File: src/rtl/rgb2ycbcr_stream.sv
// rgb2ycbcr_stream: three-stage valid/ready RGB -> YCbCr converter, 8..12-bit
// components, per-pixel full-range (JFIF) or studio-range (BT.601) mode.
// Optional build macro RGB2YCBCR_LEVEL_SHIFT_EN: outputs become two's-complement
// values centred on zero (2^(PIX_W-1) subtracted after clamping) for the DCT.
// Lane 0 = Y, lane 1 = Cb, lane 2 = Cr; input lane 0 = R, 1 = G, 2 = B.

module rgb2ycbcr_lane #(
    parameter int PIX_W  = 8,
    parameter int FRAC_W = 14,
    parameter int ACC_W  = PIX_W + FRAC_W + 3,
    parameter int LANE   = 0
) (
    input  logic [PIX_W-1:0]        r_i,
    input  logic [PIX_W-1:0]        g_i,
    input  logic [PIX_W-1:0]        b_i,
    input  logic                    mode_i,
    output logic signed [ACC_W-1:0] sum_o,
    input  logic signed [ACC_W-1:0] acc_i,
    output logic [PIX_W-1:0]        pix_o
);
    // Reference coefficients at 14 fraction bits, (R, G, B) per output row.
    function automatic int coef14(input int l, input int c, input bit m);
        int k;
        k = 0;
        if (!m) begin
            case (l * 3 + c)
                0: k = 4899;  1: k = 9617;  2: k = 1868;
                3: k = -2765; 4: k = -5427; 5: k = 8192;
                6: k = 8192;  7: k = -6860; 8: k = -1332;
                default: k = 0;
            endcase
        end else begin
            case (l * 3 + c)
                0: k = 4207;  1: k = 8260;  2: k = 1604;
                3: k = -2428; 4: k = -4768; 5: k = 7196;
                6: k = 7196;  7: k = -6026; 8: k = -1170;
                default: k = 0;
            endcase
        end
        return k;
    endfunction

    // Rescale to FRAC_W fraction bits, rounding half away from zero.
    function automatic int scale(input int c14);
        longint m;
        m = longint'(c14) <<< FRAC_W;
        if (c14 >= 0) return int'((m + 8192) / 16384);
        else          return -int'((-m + 8192) / 16384);
    endfunction

    localparam logic signed [ACC_W-1:0] KF_R = ACC_W'(scale(coef14(LANE, 0, 1'b0)));
    localparam logic signed [ACC_W-1:0] KF_G = ACC_W'(scale(coef14(LANE, 1, 1'b0)));
    localparam logic signed [ACC_W-1:0] KF_B = ACC_W'(scale(coef14(LANE, 2, 1'b0)));
    localparam logic signed [ACC_W-1:0] KS_R = ACC_W'(scale(coef14(LANE, 0, 1'b1)));
    localparam logic signed [ACC_W-1:0] KS_G = ACC_W'(scale(coef14(LANE, 1, 1'b1)));
    localparam logic signed [ACC_W-1:0] KS_B = ACC_W'(scale(coef14(LANE, 2, 1'b1)));

    localparam int OFF_C  = 1 << (PIX_W - 1);
    localparam int OFF_YS = 16 << (PIX_W - 8);
    localparam logic signed [ACC_W-1:0] OFF_F = ACC_W'((LANE == 0 ? 0 : OFF_C) << FRAC_W);
    localparam logic signed [ACC_W-1:0] OFF_S = ACC_W'((LANE == 0 ? OFF_YS : OFF_C) << FRAC_W);

    localparam logic signed [ACC_W-1:0] HALF    = ACC_W'(1 << (FRAC_W - 1));
    localparam logic signed [ACC_W-1:0] PIX_MAX = ACC_W'((1 << PIX_W) - 1);
`ifdef RGB2YCBCR_LEVEL_SHIFT_EN
    // Subtracting 2^(PIX_W-1) from a value in [0, 2^PIX_W-1] is an MSB flip.
    localparam logic [PIX_W-1:0] LS_MASK = PIX_W'(1) << (PIX_W - 1);
`else
    localparam logic [PIX_W-1:0] LS_MASK = '0;
`endif

    logic signed [ACC_W-1:0] r_s, g_s, b_s;
    logic signed [ACC_W-1:0] rnd, shr;
    logic [PIX_W-1:0]        clamp;

    assign r_s = $signed(ACC_W'(r_i));
    assign g_s = $signed(ACC_W'(g_i));
    assign b_s = $signed(ACC_W'(b_i));

    // Offset plus signed dot product for the mode carried with this pixel.
    always_comb begin
        if (mode_i) sum_o = OFF_S + KS_R * r_s + KS_G * g_s + KS_B * b_s;
        else        sum_o = OFF_F + KF_R * r_s + KF_G * g_s + KF_B * b_s;
    end

    // Round to nearest, drop fraction, clamp to the component range.
    always_comb begin
        rnd = acc_i + HALF;
        shr = rnd >>> FRAC_W;
        if (shr < 0)             clamp = '0;
        else if (shr > PIX_MAX)  clamp = '1;
        else                     clamp = shr[PIX_W-1:0];
        pix_o = clamp ^ LS_MASK;
    end
endmodule

module rgb2ycbcr_stream #(
    parameter int PIX_W  = 8,
    parameter int FRAC_W = 14
) (
    input  logic                 clk,
    input  logic                 rst,
    input  logic                 in_valid,
    output logic                 in_ready,
    input  logic [3*PIX_W-1:0]   in_data,
    input  logic                 in_mode,
    input  logic                 in_last,
    output logic                 out_valid,
    input  logic                 out_ready,
    output logic [3*PIX_W-1:0]   out_data,
    output logic                 out_last
);
    localparam int NUM_LANES = 3;
    localparam int ACC_W     = PIX_W + FRAC_W + 3;

    logic [3:1] vld_q, vld_d, adv;
    logic [3:1] last_q, last_d;
    logic       mode_q, mode_d;
    logic [NUM_LANES-1:0][PIX_W-1:0] rgb_q, rgb_d;
    logic [NUM_LANES-1:0][ACC_W-1:0] acc_q, acc_d;
    logic [NUM_LANES-1:0][PIX_W-1:0] pix_q, pix_d;
    logic [NUM_LANES-1:0][ACC_W-1:0] sum_c;
    logic [NUM_LANES-1:0][PIX_W-1:0] pix_c;

    // Per-component datapath: S1->S2 dot product, S2->S3 round/clamp.
    for (genvar i = 0; i < NUM_LANES; i++) begin : g_lane
        rgb2ycbcr_lane #(
            .PIX_W (PIX_W),
            .FRAC_W(FRAC_W),
            .ACC_W (ACC_W),
            .LANE  (i)
        ) u_lane (
            .r_i   (rgb_q[0]),
            .g_i   (rgb_q[1]),
            .b_i   (rgb_q[2]),
            .mode_i(mode_q),
            .sum_o (sum_c[i]),
            .acc_i (acc_q[i]),
            .pix_o (pix_c[i])
        );
    end

    // A stage may advance when empty or when the stage after it advances.
    always_comb begin
        adv[3] = !vld_q[3] || out_ready;
        adv[2] = !vld_q[2] || adv[3];
        adv[1] = !vld_q[1] || adv[2];
    end

    // Next state: valids shift on advance; data loads only with a valid source.
    always_comb begin
        vld_d  = vld_q;
        last_d = last_q;
        mode_d = mode_q;
        rgb_d  = rgb_q;
        acc_d  = acc_q;
        pix_d  = pix_q;
        if (adv[1]) begin
            vld_d[1] = in_valid;
            if (in_valid) begin
                rgb_d     = in_data;
                mode_d    = in_mode;
                last_d[1] = in_last;
            end
        end
        if (adv[2]) begin
            vld_d[2] = vld_q[1];
            if (vld_q[1]) begin
                acc_d     = sum_c;
                last_d[2] = last_q[1];
            end
        end
        if (adv[3]) begin
            vld_d[3] = vld_q[2];
            if (vld_q[2]) begin
                pix_d     = pix_c;
                last_d[3] = last_q[2];
            end
        end
    end

    // Pipeline registers; reset discards everything in flight.
    always_ff @(posedge clk) begin
        if (rst) begin
            vld_q  <= '0;
            last_q <= '0;
            mode_q <= 1'b0;
            rgb_q  <= '0;
            acc_q  <= '0;
            pix_q  <= '0;
        end else begin
            vld_q  <= vld_d;
            last_q <= last_d;
            mode_q <= mode_d;
            rgb_q  <= rgb_d;
            acc_q  <= acc_d;
            pix_q  <= pix_d;
        end
    end

    assign in_ready  = adv[1];
    assign out_valid = vld_q[3];
    assign out_data  = pix_q;
    assign out_last  = last_q[3];
endmodule

File: config.mk
export PLATFORM = sky130hd
export DESIGN_NAME = rgb2ycbcr_stream
export DESIGN_NICKNAME = d
export VERILOG_FILES = /design/src/rtl/rgb2ycbcr_stream.sv
export SDC_FILE = /design/constraint.sdc
export NUM_CORES = 2
export LEC_CHECK = 0
export ABC_AREA = 1
export CAP_MARGIN = 10
export CORE_ASPECT_RATIO = 2
export CORE_MARGIN = 5
export CORE_UTILIZATION = 60
export DETAILED_ROUTE_END_ITERATION = 8
export PLACE_DENSITY = 0.85
export SYNTH_ARGS = -nofsm -noshare
export SYNTH_HDL_FRONTEND = slang
export SYNTH_SLANG_ARGS = --single-unit
File: constraint.sdc
create_clock -name clk -period 8.8 [get_ports clk]
set_input_delay 2.64 -clock clk [delete_from_list [all_inputs] [get_ports clk]]
set_output_delay 2.64 -clock clk [all_outputs]
set_load 0.005 [all_outputs]
Yosys cells after proc, flatten, opt, wreduce, memory -nomap -nowiden
Cells that the tools add are included.
{"block": "word_totals", "regBits": 130, "inputBits": 30, "out_inout_bits": 27, "elab_cells": 76}
{"block": "op_classes", "n_addsub": 20, "mul": 16, "order_cmp": 6, "n_mux": 9, "reduce_logical": 9}
{"cell": "$add 25x25->25", "n": 11}
{"cell": "$add 23x25->25 const A", "n": 3}
{"cell": "$add 25x15->25 const B", "n": 3}
{"cell": "$mux 25", "n": 3}
{"cell": "$mux 8", "n": 6}
{"cell": "$mul 13x9->22 const A", "n": 2}
{"cell": "$mul 13x8->21 const A", "n": 2}
{"cell": "$mul 11x9->20 const A", "n": 2}
{"cell": "$mul 11x8->19 const A", "n": 2}
{"cell": "$mul 9x8->17 const A", "n": 2}
{"cell": "$gt 11x9->1 const B", "n": 3}
{"cell": "$lt 11x1->1 const B", "n": 3}
{"cell": "$add 20x25->25 const A", "n": 1}
{"cell": "$add 25x22->25", "n": 1}
{"cell": "$add 22x21->23 const A", "n": 1}
{"cell": "$mul 14x9->23 const A", "n": 1}
{"cell": "$mul 14x8->22 const A", "n": 1}
{"cell": "$mul 12x9->21 const A", "n": 1}
{"cell": "$mul 12x8->20 const A", "n": 1}
{"cell": "$mul 10x9->19 const A", "n": 1}
{"cell": "$mul 9x9->18 const A", "n": 1}
{"cell": "$reduce_and 2->1", "n": 3}
{"cell": "$logic_not 1->1", "n": 3}
{"cell": "$logic_or 1x1->1", "n": 3}

Depth between registers and ports, before layout
{"block": "depth", "ltp_word": 5, "mapped_depth": 37, "depth_no_buf": 37}

By module
Synthesis repeated with hierarchy kept, for this count alone.
{"block": "hier_totals", "cells_unflattened": 5754, "hier_area_um2": 41780.1}
{"module": "rgb2ycbcr_lane (g_lane[2].u_lane)", "instances": 1, "cells_per_inst": 1986, "area_per_inst_um2": 13550.5, "seq_area_each_um2": 0.0}
{"module": "rgb2ycbcr_lane (g_lane[1].u_lane)", "instances": 1, "cells_per_inst": 1582, "area_per_inst_um2": 12413.2, "seq_area_each_um2": 0.0}
{"module": "rgb2ycbcr_lane (g_lane[0].u_lane)", "instances": 1, "cells_per_inst": 1566, "area_per_inst_um2": 11104.4, "seq_area_each_um2": 0.0}
{"module": "rgb2ycbcr_stream", "instances": 1, "cells_per_inst": 620, "area_per_inst_um2": 4712.0, "seq_area_each_um2": 2602.5}

Least setup slack after synthesis
OpenSTA, ideal clock, no wires.
{"block": "synth_timing", "kind": "register to register", "from": "register rgb_q[5] in the netlist's numbering", "to": "register acc_q[16] in the netlist's numbering", "setup_ns": 0.109, "arrival_time_ns": 6.038, "required_time_ns": 8.691, "path_slack_ns": 2.653, "stages_incl_launch_ff": 29, "n_path_buf": 0, "period_less_slack_ns": 6.147, "cell_sequence": "dfxtp_1 > fa_1 > inv_1 > fa_1 > inv_1 > fa_1 > inv_1 > fa_1 > inv_1 > ha_1 > nand2_1 > o21ai_0 > a21oi_1 > o21ai_0 > a21oi_1 > xor2_1 > fa_1 > inv_1 > ha_1 > ha_1 > a21oi_1 > o21ai_0 > a21oi_1 > nand2_1 > or2_2 > nand2_1 > nand3_1 > nand2_1 > inv_1"}
{"block": "synth_via", "elab_chain_len": 5, "word_cells_on_any_way": 8, "cone_classes": "add/sub: 5; mul: 2; mux: 1"}
{"item": "from (decl)", "line_no": "119", "source": "logic [NUM_LANES-1:0][PIX_W-1:0] rgb_q, rgb_d;"}
{"item": "from (signal assigned)", "line_no": "195", "source": "rgb_q <= rgb_d;"}
{"item": "$mul 13x8->21", "line_no": "82", "source": "if (mode_i) sum_o = OFF_S + KS_R * r_s + KS_G * g_s + KS_B * b_s;"}
{"item": "$add 20x25->25", "line_no": "82"}
{"item": "$add 25x25->25 (2 in series)", "line_no": "82"}
{"item": "$mux 25 (*)", "line_no": "82"}
{"item": "to (signal assigned)", "line_no": "189", "source": "acc_q <= '0;"}
{"item": "to (signal assigned)", "line_no": "196", "source": "acc_q <= acc_d;"}
{"item": "to (decl)", "line_no": "120", "source": "logic [NUM_LANES-1:0][ACC_W-1:0] acc_q, acc_d;"}
Mark *: on every way between the ends. The rest lies on a longest branch, timed or not.
A chain may end at the register's enable or synchronous reset.

Final worst setup path
{"block": "layout_timing", "from": "register rgb_q[5] in the netlist's numbering", "to": "register acc_q[17] in the netlist's numbering"}
The elaborated chain is that of the path after synthesis.

==> impl_metrics.toml <==
[cts]
htreeDepth = 3
cts_buffers = 9
clk_latency_ps = 440
cts_hold_buffers = 0
clk_path_buf_depth = 2
clock_sinks = 90
cts_resized = 0
clkSlewWorstSetupHoldPaths_ps = 70
root_buffer = "clkbuf_16"
cts_setup_buffers = 0
cts_tree = "yes"

[run_status]
status = "finished, final reports clean"

[place]
pre_cts_ws_ps = 1150
place_hpwl_mm = 119
portBuffers = 56
place_congestion = 1.16

[timing]
relSlewSlack_pct = 23.7
fin_tns_setup_ps = 0
layout_setup_ws_ps = 857
whs_ps = 467
finalHoldViolations = 0
tightestPinTransition_ps = 1140
setup_viol = 0
rsz0062_at_grt = "no"
period_needed_ps = 7940
fmax_ghz = 0.126
finalCritPeriodShare_pct = 90.3
skew_ps = 20.3
maxSlewViolCount = 0

[yosys]
synthArstFlopShare_pct = 0
yosysMostFrequentCell = "inv_1"
synth.top_cell.area_share_pct = 24.9
synth_area_leaders = "ha_1 (25%), fa_1 (22%), inv_1 (11%)"
synthCells = 4942
synth.distinct_cells = 57
synth-seq-cells = 90
synth_edf_count = 0
synth_nets = 6086
syn_area_um2 = 36100
avgSynthCellArea_um2 = 7.31
ys_warn_count = 0
synth_largest_area_cell = "ha_1"
synth_common_cells = "inv_1 (1086), nand2_1 (912), ha_1 (718)"
ys_seq_area_share_pct = 4.99
ys.flop_type = "dfxtp_1"

[global_route]
grt_max_degree = 53
track_usage_pct = 41.9
grt-ovfl-total = 0
antenna_found_initial = 5
grt_pass1_vias = 35783
grt_pass1_wl_mm = 204

[critical_path]
worstPathRequired_ps = 9120
crit_path_max_fanout = 16
path_class = "reg -> reg"
crit_arrival_ps = 8270
startpoint_type = "flop"
cp-end-kind = "flop"

[routing]
drt-vias-per-instance = 6.02
drt_iter0_markers = 2628
wl_per_cell_um = 23.9
wirelength_mm = 138
vias = 34857
ant_nets = 0
drc = 0
dr.pass1.iters = 8

[floorplan]
ios = 57
rows = 127
dieArea_um2 = 65500
core-area_um2 = 59900
die-height_um = 357
initial_core_util_pct = 60.3
die-width_um = 184

[final_layout]
layout-drive-gt1-share_pct = 2.09
synthToLayoutAreaGrowth_pct = 5.34
nets = 6152
fillers = 5467

[job]
maxCapViolCount = 0

[min_path]
worstHoldPathType = "reg -> reg"
==> metal layers <==
metal	track usage, %	wire length, um
met1	38.3	42100
met5	0	13
met4	44.4	19400
met2	72.3	66700
met3	9.62	10200
==> cell type report <==
cell class	count	area, um2	share of cell area [%]
inverters	1090	4090	10.7
flip-flops and latches	90	1800	4.73
well taps	774	968	2.54
repair buffers	88	796	2.09
clock inverters	7	58.8	0.154
diodes	5	12.5	0.0329
clock buffers	9	225	0.592
multi-input cells	3729	30100	79.1
==> flip-flops by register name, summed over array words and instances (netlist names) <==
signal and count:
last_q 3, vld_q 3, mode_q 1, acc_q 35, rgb_q 24, out_data 24
==> worst paths after layout <==
path	start	depth (start not counted)	slack, ps	endpoint
worst max-delay path	rgb_q[5]	27	860	acc_q[17]
worst min-delay path	out_data[11]	2	470	out_data[11]
worst max register to register	rgb_q[5]	27	860	acc_q[17]
worst min register to register	out_data[11]	2	470	out_data[11]
==> worst max-delay path, cell delays in order (launching register included) <==
cell	delay, ps
dfxtp_1	1010
ha_1	710
inv_1	220
fa_1	550
inv_1	50
fa_1	490
inv_1	50
fa_1	530
inv_1	50
ha_1	350
a21oi_1	240
o21ai_0	140
a21oi_1	280
o21ai_0	220
xnor2_1	500
fa_1	520
inv_1	70
ha_1	230
ha_1	350
a21oi_1	280
a21boi_0	380
nor2_1	70
nor2_1	130
nand3b_1	90
nand3_1	80
nand3_1	110
nand2_1	80
inv_1	40
==> logic make-up after synthesis <==
kind of cell / share of synthesized area, %
fa+ha+maj: 46.8
compound gates: 11.5
simple gates: 18.7
buf+inv: 11.7
xor+xnor: 6.28
flops: 4.99
==> per-stage QoR <==
step,std cells,cell area [um2],utilization (%)
after floorplan,4942,36100,-
after global placement,5770,37800,63.0
after detailed placement,5770,37800,63.0
after CTS,5786,38000,63.5
after global routing,5787,38100,63.5
final,5792,38100,63.5
==> cell usage in the layout, fill, tap and decap left out, types with 8 or more instances in the layout <==
cell type and instances:
a21o_1 16, a21oi_1 406, a21oi_2 9, a31oi_1 17
and2_1 12, buf_4 32, clkbuf_16 9, clkdlybuf4s50_1 55
dfxtp_1 90, fa_1 396, ha_1 718, inv_1 1085
nand2_1 911, nand2_2 8, nand3_1 238, nand3b_1 16
nand4_1 60, nor2_1 280, nor3_1 50, o21a_1 9
o21ai_0 194, o21bai_1 34, o31ai_1 15, or2_2 12
xnor2_1 105, xor2_1 154
Power is left out: the tool's default activity adds up to more than one toggle a clock period on the data nets, which glitch-free logic cannot reach.
